$ cat config.mk
export PLATFORM = sky130hd
export DESIGN_NAME = parity_frame_tx
export DESIGN_NICKNAME = d
export VERILOG_FILES = /design/src/rtl/parity_tx_pkg.sv /design/src/rtl/parity_frame_tx_bit_timer.sv /design/src/rtl/parity_frame_tx.sv
export SDC_FILE = /design/constraint.sdc
export NUM_CORES = 1
export LEC_CHECK = 0
export ABC_AREA = 1
export BUFFER_PORTS_ARGS = -buffer_cell sky130_fd_sc_hd__buf_2
export CAP_MARGIN = 20
export CORE_MARGIN = 1.5
export CORE_UTILIZATION = 45
export CTS_CLUSTER_DIAMETER = 200
export DETAILED_ROUTE_END_ITERATION = 12
export GPL_TIMING_DRIVEN = 0
export HOLD_SLACK_MARGIN = 0.03
export PLACE_DENSITY = 0.69
export SLEW_MARGIN = 20
export SYNTH_ARGS = -nofsm -noshare
export SYNTH_HDL_FRONTEND = slang
export SYNTH_SLANG_ARGS = --single-unit
$ cat constraint.sdc
create_clock -name clk -period 1.3 [get_ports clk]
set_input_delay 0 -clock clk [delete_from_list [all_inputs] [get_ports clk]]
set_output_delay 0 -clock clk [all_outputs]
set_load 0.01 [all_outputs]
$ cat src/rtl/parity_tx_pkg.sv
// Shared types and constants for the parity frame transmitter.
package parity_tx_pkg;

    // Frame sequencer states, in line order.
    typedef enum logic [2:0] {
        IDLE   = 3'd0,
        START  = 3'd1,
        DATA   = 3'd2,
        PARITY = 3'd3,
        STOP   = 3'd4
    } tx_state_e;

    // Level of the serial line when nothing is being sent.
    localparam logic LINE_IDLE = 1'b1;

    // Clock cycles occupied by one frame: start + data + parity + stop bits.
    function automatic int frame_cycles(input int data_w, input int stop_bits,
                                        input int clks_per_bit);
        return (2 + data_w + stop_bits) * clks_per_bit;
    endfunction

endpackage

$ cat src/rtl/parity_frame_tx_bit_timer.sv
// Bit period timer: counts 0..CLKS_PER_BIT-1 and flags the last cycle.
module bit_timer #(
    parameter int CLKS_PER_BIT = 4
) (
    input  logic clk,
    input  logic rst,
    input  logic clear,
    output logic bit_tick,
    output logic tick_next
);

    localparam int CNT_W = (CLKS_PER_BIT > 1) ? $clog2(CLKS_PER_BIT) : 1;
    localparam logic [CNT_W-1:0] LAST = CNT_W'(CLKS_PER_BIT - 1);

    logic [CNT_W-1:0] clk_cnt;
    logic [CNT_W-1:0] cnt_n;

    // Tick on the last cycle of a bit; wrap or clear to zero afterwards.
    // tick_next lets the owner register outputs that must line up with
    // the tick one cycle later.
    always_comb begin
        bit_tick  = (clk_cnt == LAST);
        cnt_n     = (clear || bit_tick) ? '0 : clk_cnt + 1'b1;
        tick_next = (cnt_n == LAST);
    end

    // Counter register.
    always_ff @(posedge clk) begin
        if (rst) clk_cnt <= '0;
        else     clk_cnt <= cnt_n;
    end

endmodule

$ cat src/rtl/parity_frame_tx.sv
// UART-style frame serializer for a data word plus externally generated
// parity, with a parity checker flag. Handshake: a word is taken on any
// rising edge where in_valid && in_ready; in_ready is high only in IDLE,
// and inputs are ignored while a frame is in flight.
module parity_frame_tx
    import parity_tx_pkg::*;
#(
    parameter int DATA_W       = 4,
    parameter int CLKS_PER_BIT = 4,
    parameter int STOP_BITS    = 1
) (
    input  logic              clk,
    input  logic              rst,
    input  logic [DATA_W-1:0] data_in,
    input  logic              parity_in,
    input  logic              in_valid,
    output logic              in_ready,
    output logic              tx_out,
    output logic              busy,
    output logic              frame_done,
    output logic              parity_err,
    output tx_state_e         state_dbg
);

    localparam int BC_MAX = (DATA_W > STOP_BITS) ? DATA_W : STOP_BITS;
    localparam int BC_W   = (BC_MAX > 1) ? $clog2(BC_MAX) : 1;
    localparam logic [BC_W-1:0] DATA_LAST = BC_W'(DATA_W - 1);
    localparam logic [BC_W-1:0] STOP_LAST = BC_W'(STOP_BITS - 1);

    tx_state_e         state_q, state_n;
    logic [BC_W-1:0]   bit_cnt_q, bit_cnt_n;
    logic [DATA_W-1:0] shift_q, shift_n;
    logic              par_q, par_n;
    logic              perr_n;
    logic              tx_n, busy_n, ready_n, done_n;
    logic              bit_tick, tick_next;

    // Bit timing is held at zero in IDLE so every frame starts on a clean period.
    bit_timer #(
        .CLKS_PER_BIT(CLKS_PER_BIT)
    ) u_timer (
        .clk      (clk),
        .rst      (rst),
        .clear    (state_q == IDLE),
        .bit_tick (bit_tick),
        .tick_next(tick_next)
    );

    // Next-state, next-data and next-output logic; outputs are computed
    // from the next state so the registered line changes with the state.
    always_comb begin
        state_n   = state_q;
        bit_cnt_n = bit_cnt_q;
        shift_n   = shift_q;
        par_n     = par_q;
        perr_n    = parity_err;

        unique case (state_q)
            IDLE: begin
                if (in_valid) begin
                    state_n   = START;
                    bit_cnt_n = '0;
                    shift_n   = data_in;
                    par_n     = parity_in;
                    perr_n    = parity_in ^ (^data_in);
                end
            end
            START: begin
                if (bit_tick) begin
                    state_n   = DATA;
                    bit_cnt_n = '0;
                end
            end
            DATA: begin
                if (bit_tick) begin
                    shift_n = shift_q >> 1;
                    if (bit_cnt_q == DATA_LAST) begin
                        state_n   = PARITY;
                        bit_cnt_n = '0;
                    end else begin
                        bit_cnt_n = bit_cnt_q + 1'b1;
                    end
                end
            end
            PARITY: begin
                if (bit_tick) begin
                    state_n   = STOP;
                    bit_cnt_n = '0;
                end
            end
            STOP: begin
                if (bit_tick) begin
                    if (bit_cnt_q == STOP_LAST) begin
                        state_n   = IDLE;
                        bit_cnt_n = '0;
                        perr_n    = 1'b0;
                    end else begin
                        bit_cnt_n = bit_cnt_q + 1'b1;
                    end
                end
            end
            default: begin
                state_n   = IDLE;
                bit_cnt_n = '0;
                perr_n    = 1'b0;
            end
        endcase

        tx_n = LINE_IDLE;
        unique case (state_n)
            START:   tx_n = 1'b0;
            DATA:    tx_n = shift_n[0];
            PARITY:  tx_n = par_n;
            default: tx_n = LINE_IDLE;
        endcase

        busy_n  = (state_n != IDLE);
        ready_n = (state_n == IDLE);
        done_n  = (state_n == STOP) && (bit_cnt_n == STOP_LAST) && tick_next;
    end

    // State, datapath and registered outputs.
    always_ff @(posedge clk) begin
        if (rst) begin
            state_q    <= IDLE;
            bit_cnt_q  <= '0;
            shift_q    <= '0;
            par_q      <= 1'b0;
            parity_err <= 1'b0;
            tx_out     <= LINE_IDLE;
            busy       <= 1'b0;
            in_ready   <= 1'b1;
            frame_done <= 1'b0;
        end else begin
            state_q    <= state_n;
            bit_cnt_q  <= bit_cnt_n;
            shift_q    <= shift_n;
            par_q      <= par_n;
            parity_err <= perr_n;
            tx_out     <= tx_n;
            busy       <= busy_n;
            in_ready   <= ready_n;
            frame_done <= done_n;
        end
    end

    assign state_dbg = state_q;

endmodule

==> results of run 1 <==
power by group through the flow:
stage	Combinational (mW)	Clock (mW)	Sequential [mW]
2_1_floorplan	0.0968	0	0.578
3_3_place_gp	0.152	0	0.571
3_5_place_dp	0.155	0	0.572
4_1_cts	0.166	0.286	0.563
5_1_grt	0.197	0.323	0.563
6_report	0.179	0.281	0.559
layout make-up:
cell class | instances | area [µm²]
plain buffers | 2 | 15.0
clock buffers | 4 | 26.3
well taps | 27 | 33.8
fillers | 172 | 671
inverters | 20 | 80.1
repair buffers | 26 | 171
multi-input cells | 103 | 628
flip-flops and latches | 17 | 357
worst register-to-register path, cell delays in order (launching register included):
cell and delay, ps:
dfxtp_4 380, ha_4 190, inv_4 70, nor2_1 40, nand2_1 90, nand3_2 100
nand2_2 90, nand2_2 60, nor2_2 120, inv_1 40
layout by cell type, fill, tap and decap left out:
cell           netlist  routed
dfxtp_1             17      10
dfxtp_2              0       4
nand2_2              2      10
a31oi_1              4       4
a21oi_1              2       2
inv_4                0       2
clkbuf_1             1       2
ha_4                 0       5
nand3_4              0       1
dfxtp_4              0       3
o211ai_1             1       1
nand3b_1             1       1
nor2_4               1       1
nand3_1             23      22
clkbuf_4             0       3
xor2_1               1       1
buf_6                0       2
o21ai_0              2       2
nor2_1              12      11
inv_2                3       6
xnor2_1              1       1
nor2_2               2       3
inv_1               17      12
nand3_2              2       2
dlygate4sd3_1        0       4
nand4_1              3       3
o21ai_1              1       1
nand2_1             40      32
buf_4                1       6
buf_2                0      15
path summary, 6_finish.rpt:
path | start | endpoint | slack, ps
worst min-delay path | data_in[0] | shift_q[0]$_SDFF_PP0_ | 40
worst max-delay path | u_timer.clk_cnt[0]$_SDFF_PP0_ | busy$_SDFF_PP0_ | 30
worst max register to register | u_timer.clk_cnt[0]$_SDFF_PP0_ | busy$_SDFF_PP0_ | 30
worst min register to register | shift_q[3]$_SDFFE_PP0P_ | shift_q[3]$_SDFFE_PP0P_ | 470
sequential cells by signal, indices dropped and copies added, names as in the netlist:
register and flops:
bit_cnt_q 2, busy 1, frame_done 1, in_ready 1
par_q 1, parity_err 1, shift_q 4, state_dbg 3
tx_out 1, u_timer.clk_cnt 2
layer usage:
layer	vias to the layer above	global-route usage, %
met4	0	7.62
met2	32	33.6
li1	520	-
met1	478	21.7
met3	6	3.68
met5	-	0
cell families after synthesis:
group | share of synthesized area (%)
simple gates | 41.0
flops | 35.6
buf+inv | 9.02
fa+ha+maj | 6.54
compound gates | 6.01
xor+xnor | 1.83
through the flow:
| stage | worst slack, ps | setup TNS (ps) | hold slack, ps | instance area, µm² | total power [mW] |
|---|---|---|---|---|---|
| 5_1_grt | -57.5 | -111 | 47.4 | 1310 | 1.08 |
| 2_1_floorplan | 68.8 | 0 | 147 | 957 | 0.675 |
| 6_report | 34.0 | 0 | 40.2 | 1310 | 1.02 |
| 3_3_place_gp | -100 | -348 | 300 | 1070 | 0.722 |
| 4_1_cts | 0.602 | 0 | 37.9 | 1170 | 1.02 |
| 3_5_place_dp | -106 | -348 | 302 | 1070 | 0.727 |
repair_timing:
item	4_1_cts	5_1_grt
hold endpoints to repair	5	0
pin swaps	0	15
setup endpoints to repair	5	6
buffers inserted	1	6
resized for setup	9	30
hold buffers	4	0
==> metrics, run 1 <==
Startpoint Class flip-flop; CTS max path bufs 2; clock skew 1.11 ps; chip width 49.1 µm; critical path data arrival time 1460 ps; Die Y 49.1 µm; CP endpoint kind flip-flop; Clock Power Share 27.6%; Setup CP Type reg2reg; Root Buffer clkbuf_4; first-pass GRT wire length 3.56 mm; Slew HR 71.6%; Max Cap Viol 0; Starting DRT DRC Count 21; CP Max Fanout 6; status finished, final reports clean; clock sinks 17; Pwr per Cell Area 777 nW/µm²; Post-route DRC 0; Mapped Area 957 µm²; P&R area growth vs syn 37.0%; Cell variety after synth 22; CTS tree built; fin crit share 97.4%; aggregate global-route resource usage 18.8%; grt total ovfl 0; end-of-flow core utilization 66.2%; largest area contributor in the netlist dfxtp_1; Detailed Route WL 2.24 mm; M1 wire length 1.01 mm; sequential fraction of the synthesis area 35.6%; RSZ-0062 raised after global routing yes; H-tree levels 1; fin nets 186; Avg Inst Size Synth 6.74 µm²; vias in the first global route 909; final hold violation count 0; Clock Latency Late Sink 290 ps; initial antenna violation count 0; combinational share of power 17.6%; Critical Path Max Stage Delay 380 ps; Rows 16; Non-Filler Instances 199; Synth Net Count 155; Critical Path RT 1500 ps; max layer used met4; core area 1980 µm²; dominant synthesized flop cell dfxtp_1; CTS buffer count 3; Hold Path Stages 3; Slew @ Worst Pin 426 ps; most frequent CP cell nand2_2; min cycle time layout 1270 ps; post-route antenna net violation count 0; Clock transition at path regs 90 ps; Reg power frac 54.8%; Slew Viols, Final 0; IO buf count 15; antenna cells 0; Final GP Congestion 0.874; Crit path depth 9; cell leakage power 0.648 nW; Cells after DPL 184; Vias/cell 5.21; switching power 0.283 mW; Met3 Routed Length 98 µm; most numerous cell in the Yosys netlist nand2_1; Setup-failing EPs final 0; Async S/R FF share, synth 0%; Internal Power 0.736 mW; maximum vdd drop 0.000542 V; Wirelength per Cell 11.3 µm; Buf/Inv on CP 2; 1st-pass router iterations 4; num ports 16; Routed met2 length 1.10 mm; Post-synth EDFFs 0; layout cells sized above 1 36.6%; #FFs+latches synth 17; Post-synth top cells nand2_1 (40), nand3_1 (23), dfxtp_1 (17), inv_1 (17), nor2_1 (12); hold crit path type in2reg; CP max stage cell dfxtp_4; largest net degree at the start of global routing 11; Mapped Cells 142; Syn. warnings 0; Initial Utilization 48.3%; crit-path cells ha_4 > inv_4 > nor2_1 > nand2_1 > nand3_2 > nand2_2 > nand2_2 > nor2_2 > inv_1; number of cells on the worst reg-to-reg path 9; DR vias 1036; family with the most delay on the worst path simple AND/OR/NAND/NOR gates; Max Fclk 790 MHz; top cell type's share of synthesized area 35.6%; Sw Share 27.7%; Die ar. 2410 µm²; top post-synthesis cells by area dfxtp_1 (36%), nand2_1 (16%), nand3_1 (12%); DP HPWL 1.58 mm
(Power assumes the default switching activity.)
==> run 2: changes to the inputs <==
Settings changed: BUFFER_PORTS_ARGS -buffer_cell sky130_fd_sc_hd__buf_2 to -buffer_cell sky130_fd_sc_hd__buf_4.
==> metrics, run 2 (synthesis gave the netlist of run 1 again) <==
status finished, violations left (was finished, final reports clean); fin crit share 101% (was 97.4%); CTS tree built (unchanged); CP Max Fanout 4 (was 6); 1st-pass router iterations 5 (was 4); Critical Path RT 1540 ps (was 1500 ps); Final GP Congestion 0.893 (was 0.874); Hold Path Stages 5 (was 3); Slew HR 71.9% (was 71.6%); Placement Setup Slack -122 ps (was -106 ps); most frequent cells in the layout nand2_1 (36), nand3_1 (20), buf_4 (19) (was nand2_1 (32), nand3_1 (22), buf_2 (15)); IO buf count 15 (unchanged); layout cells sized above 1 34.5% (was 36.6%); clock skew 6.77 ps (was 1.11 ps); DR vias 996 (was 1036); P&R area growth vs syn 41.6% (was 37.0%); Starting DRT DRC Count 22 (was 21); Clock transition at path regs 90 ps (about the same); CTS buffer count 3 (unchanged); Sw Share 27.5% (was 27.7%); max reg flops 4 (unchanged); first-pass GRT wire length 3.86 mm (was 3.56 mm); Max Cap Viol 0 (unchanged); Clock Latency Late Sink 290 ps (about the same); post-route antenna net violation count 0 (unchanged); Max Fclk 762 MHz (was 790 MHz); failing checks setup timing; Slew @ Worst Pin 421 ps (was 426 ps); largest net degree at the start of global routing 11 (unchanged); number of cells on the worst reg-to-reg path 8 (was 9); Initial Utilization 48.3% (unchanged); worst setup path endpoint frame_done$_SDFF_PP0_ (was busy$_SDFF_PP0_); num ports 16 (unchanged); Internal Power 0.754 mW (was 0.736 mW); hold crit path type in2reg (unchanged); Worst Setup SP u_timer.clk_cnt[1]$_SDFF_PP0_ (was u_timer.clk_cnt[0]$_SDFF_PP0_); grt total ovfl 0 (unchanged); Setup-failing EPs final 1 (was 0); flop-to-flop setup slack -10 ps (was 30 ps); antenna cells 0 (unchanged); Die Y 49.1 µm (unchanged); Pwr per Cell Area 767 nW/µm² (was 777 nW/µm²); maximum vdd drop 0.000635 V (was 0.000542 V); Rows 16 (unchanged); min cycle time layout 1310 ps (was 1270 ps); DP HPWL 1.63 mm (was 1.58 mm); Clock Power Share 26.7% (was 27.6%); Detailed Route WL 2.40 mm (was 2.24 mm); combinational share of power 19.5% (was 17.6%); RR Startpoint u_timer.clk_cnt[1]$_SDFF_PP0_ (was u_timer.clk_cnt[0]$_SDFF_PP0_); Most flops, register shift_q (unchanged); initial antenna violation count 0 (unchanged); RSZ-0062 raised after global routing yes (unchanged); chip width 49.1 µm (unchanged); vias in the first global route 898 (was 909); Setup CP Type reg2reg (unchanged); fin nets 185 (was 186); Wirelength per Cell 12.1 µm (was 11.3 µm); final hold violation count 0 (unchanged); Slew Viols, Final 0 (unchanged); H-tree levels 1 (unchanged); Vias/cell 5.03 (was 5.21); Crit Reg-Reg Endpoint frame_done$_SDFF_PP0_ (was busy$_SDFF_PP0_); Root Buffer clkbuf_4 (unchanged); clock sinks 17 (unchanged); CTS max path bufs 2 (unchanged); cell leakage power 0.655 nW (was 0.648 nW); final hold slack 106 ps (was 40.2 ps); worst setup margin -11.9 ps (was 34.0 ps); switching power 0.286 mW (was 0.283 mW); Reg power frac 53.9% (was 54.8%); Post-route DRC 0 (unchanged); most common cell after layout, fill and taps aside nand2_1 (unchanged); Die ar. 2410 µm² (unchanged); CP endpoint kind flip-flop (unchanged); core area 1980 µm² (unchanged); critical path data arrival time 1550 ps (was 1460 ps); aggregate global-route resource usage 20.4% (was 18.8%); Startpoint Class flip-flop (unchanged)
-- run 2: layer usage --
layer	routed length (µm)	GRT usage, %	share of wire [%]	vias to the layer above
met5	0	0	0	-
met4	8	4.76	0.33	0
met3	92	4.91	3.8	2
met2	1290	35.6	54	23
met1	1010	25.2	42	454
li1	-	-	-	517
-- run 2: cell type report --
class                           instances  area, µm²
Multi-Input combinational cell        103        641
Fill cell                             169        627
Sequential cell                        17        357
Timing Repair Buffer                   25        204
Inverter                               20       78.8
Tap cell                               27       33.8
Clock buffer                            4       26.3
Buffer                                  2       15.0
-- run 2: worst max-delay path: stages, from the launching register on --
cell	delay [ps]
dfxtp_4	380
ha_4	170
clkinvlp_4	120
buf_6	140
nand3_2	70
nand2_2	70
nor2_4	120
nand3_1	80
nor2_1	90
-- run 2: through the flow --
stage          instance area (µm²)  total power [mW]  cells  util [%]  setup TNS (ps)
2_1_floorplan                  957             0.675    142         -               0
3_3_place_gp                  1100             0.736    184      55.7            -344
3_5_place_dp                  1100             0.742    184      55.7            -457
4_1_cts                       1220              1.02    194      61.7               0
5_1_grt                       1360              1.12    198      68.4            -347
6_report                      1360              1.04    198      68.4           -11.9
-- run 2: power by group through the flow --
stage | Sequential (mW) | Clock, mW | Combinational, mW
4_1_cts | 0.561 | 0.278 | 0.180
3_5_place_dp | 0.574 | 0 | 0.168
3_3_place_gp | 0.572 | 0 | 0.165
6_report | 0.560 | 0.277 | 0.203
5_1_grt | 0.563 | 0.333 | 0.222
2_1_floorplan | 0.578 | 0 | 0.0968
-- run 2: worst min-delay path by stage --
| stage | startpoint | end |
|---|---|---|
| after global placement | data_in[3] | shift_q[3]$_SDFFE_PP0P_ |
| after floorplan | data_in[3] | shift_q[3]$_SDFFE_PP0P_ |
| after global routing | parity_in | parity_err$_SDFFE_PP0P_ |
| after CTS | data_in[0] | shift_q[0]$_SDFF_PP0_ |
| after detailed placement | data_in[3] | shift_q[3]$_SDFFE_PP0P_ |
| final | parity_in | parity_err$_SDFFE_PP0P_ |
-- run 2: timing repair --
item,CTS,global route
endpoints found under the hold margin,5,1
endpoints found under the setup margin,5,5
pin swaps,1,18
hold buffers,4,1
buffers inserted,2,3
gates resized for setup,11,27
==> run 3: changes to the inputs <==
Settings changed: CTS_CLUSTER_DIAMETER 200 to not set, TNS_END_PERCENT set to 20.
==> metrics, run 3 (synthesis gave the netlist of run 1 again) <==
status finished, violations left (unchanged); failing checks setup timing (unchanged); most common cell after layout, fill and taps aside nand2_1 (unchanged); Setup CP Type reg2reg (unchanged); crit-path cells ha_4 > clkinvlp_4 > buf_6 > nand3_2 > nand2_2 > nor2_4 > nand3_1 > nor2_1 (unchanged); Non-Filler Instances 198 (unchanged); H-tree levels 1 (unchanged); Rows 16 (unchanged); number of cells on the worst reg-to-reg path 8 (unchanged); CP Max Fanout 4 (unchanged); initial antenna violation count 0 (unchanged); RSZ-0062 raised after global routing yes (unchanged); critical path data arrival time 1540 ps (was 1550 ps); hold crit path type in2reg (unchanged); post-route antenna net violation count 0 (unchanged); Post-route DRC 0 (unchanged); Reg power frac 54.3% (was 53.9%); switching power 0.279 mW (was 0.286 mW); chip width 49.1 µm (unchanged); antenna cells 0 (unchanged); first-pass GRT wire length 3.86 mm (unchanged); Clock transition at path regs 90 ps (about the same); Initial Utilization 48.3% (unchanged); register area 357 µm² (unchanged); Starting DRT DRC Count 32 (was 22); worst setup margin -8.42 ps (was -11.9 ps); Clock Power Share 25.9% (was 26.7%); Placement Cell Area 1100 µm² (unchanged); Layout fillers 170 (was 169); largest net degree at the start of global routing 11 (unchanged); CTS buffer count 3 (unchanged); cell leakage power 0.662 nW (was 0.655 nW); clock skew 6.59 ps (was 6.77 ps); Die ar. 2410 µm² (unchanged); Die Y 49.1 µm (unchanged); layout cells sized above 1 34.5% (unchanged); Setup-failing EPs final 1 (unchanged); Internal Power 0.752 mW (was 0.754 mW); Critical Path Max Stage Delay 380 ps (about the same); combinational share of power 19.7% (was 19.5%); Final GP Congestion 0.893 (unchanged); Hold Path Stages 5 (unchanged); Startpoint Class flip-flop (unchanged); Wirelength per Cell 12.6 µm (was 12.1 µm); Crit Reg-Reg Endpoint frame_done$_SDFF_PP0_ (unchanged); RR Startpoint u_timer.clk_cnt[1]$_SDFF_PP0_ (unchanged); Max Fclk 764 MHz (was 762 MHz); P&R area growth vs syn 40.8% (was 41.6%); post-route cell area 1350 µm² (was 1360 µm²); CTS tree built (unchanged); core area 1980 µm² (unchanged); Slew Viols, Final 0 (unchanged); most frequent cells in the layout nand2_1 (36), nand3_1 (19), buf_4 (19) (was nand2_1 (36), nand3_1 (20), buf_4 (19)); Buf/Inv on CP 2 (unchanged); Root Buffer clkbuf_4 (unchanged); Clock Latency Late Sink 280 ps (was 290 ps); Cells after DPL 184 (unchanged); Placement Setup Slack -122 ps (unchanged); flop-to-flop setup slack -8 ps (was -10 ps); clock sinks 17 (unchanged); Most flops, register shift_q (unchanged); CTS max path bufs 2 (unchanged); aggregate global-route resource usage 20.4% (unchanged); DR vias 1043 (was 996); fin crit share 101% (about the same); CP endpoint kind flip-flop (unchanged); Pwr per Cell Area 765 nW/µm² (was 767 nW/µm²); Critical Path RT 1530 ps (was 1540 ps); Worst Hold Path EP parity_err$_SDFFE_PP0P_ (unchanged); worst hold start parity_in (unchanged); Slew HR 71.2% (was 71.9%); grt total ovfl 0 (unchanged); Max Cap Viol 0 (unchanged); maximum vdd drop 0.000648 V (was 0.000635 V); max reg flops 4 (unchanged); family with the most delay on the worst path simple AND/OR/NAND/NOR gates (unchanged); 1st-pass router iterations 4 (was 5); area of the multi-input gates 633 µm² (was 641 µm²); Sw Share 27.1% (was 27.5%); vias in the first global route 898 (unchanged); DP HPWL 1.63 mm (unchanged); num ports 16 (unchanged); Slew @ Worst Pin 432 ps (was 421 ps); CP max stage cell dfxtp_4 (unchanged); Detailed Route WL 2.50 mm (was 2.40 mm); fin nets 185 (unchanged); final hold violation count 0 (unchanged); Vias/cell 5.27 (was 5.03); min cycle time layout 1310 ps (about the same); IO buf count 15 (unchanged)
## run 3: cell counts in the layout (fill, tap and decap cells not counted)
No cell type changed its count.
## run 3: final cells by class
| cell class | instances | area share [%] |
|---|---|---|
| plain buffers | 2 | 1.11 |
| flip-flops and latches | 17 | 26.5 |
| inverters | 20 | 5.85 |
| clock buffers | 4 | 1.95 |
| repair buffers | 25 | 15.1 |
| multi-input cells | 103 | 47.0 |
| well taps | 27 | 2.51 |
## run 3: routing by layer
layer / part of all wire (%) / track usage (%)
met3: 5.1 / 4.91
met4: 3.0 / 4.76
met1: 40 / 25.2
met2: 52 / 35.6
met5: 0 / 0
## run 3: power by group through the flow
stage | Combinational [mW] | Clock (mW) | Sequential, mW
after floorplan | 0.0968 | 0 | 0.578
after global placement | 0.165 | 0 | 0.572
after detailed placement | 0.168 | 0 | 0.574
after CTS | 0.180 | 0.278 | 0.561
after global routing | 0.223 | 0.314 | 0.563
final | 0.203 | 0.267 | 0.560
## run 3: worst max path at each step
stage / slack, ps / to / cells past startpoint / start
6_report: -8 / frame_done$_SDFF_PP0_ / 8 / u_timer.clk_cnt[1]$_SDFF_PP0_
5_1_grt: -70 / tx_out$_SDFF_PP1_ / 8 / u_timer.clk_cnt[0]$_SDFF_PP0_
4_1_cts: 7 / busy$_SDFF_PP0_ / 9 / u_timer.clk_cnt[0]$_SDFF_PP0_
3_5_place_dp: -120 / tx_out$_SDFF_PP1_ / 8 / u_timer.clk_cnt[0]$_SDFF_PP0_
3_3_place_gp: -100 / tx_out$_SDFF_PP1_ / 8 / u_timer.clk_cnt[0]$_SDFF_PP0_
2_1_floorplan: 70 / tx_out$_SDFF_PP1_ / 8 / u_timer.clk_cnt[0]$_SDFF_PP0_
## run 3: stage by stage
stage	hold slack [ps]	power [mW]	utilization, %	TNS, ps
after floorplan	147	0.675	-	0
after global placement	300	0.736	55.7	-344
after detailed placement	303	0.742	55.7	-457
after CTS	36.9	1.02	61.7	0
after global routing	129	1.10	68.0	-327
final	118	1.03	68.0	-8.42
## run 3: worst reg2reg max path, cell delays in order, from the launching register on
cell,delay [ps]
dfxtp_4,380
ha_4,170
clkinvlp_4,130
buf_6,140
nand3_2,70
nand2_2,60
nor2_4,120
nand3_1,80
nor2_1,90
## run 3: what timing repair did
item | CTS | global route
pin swaps | 1 | 13
setup endpoints to repair | 5 | 5
gates resized for setup | 11 | 26
hold buffers | 4 | 1
buffers inserted | 2 | 3
endpoints found under the hold margin | 5 | 1
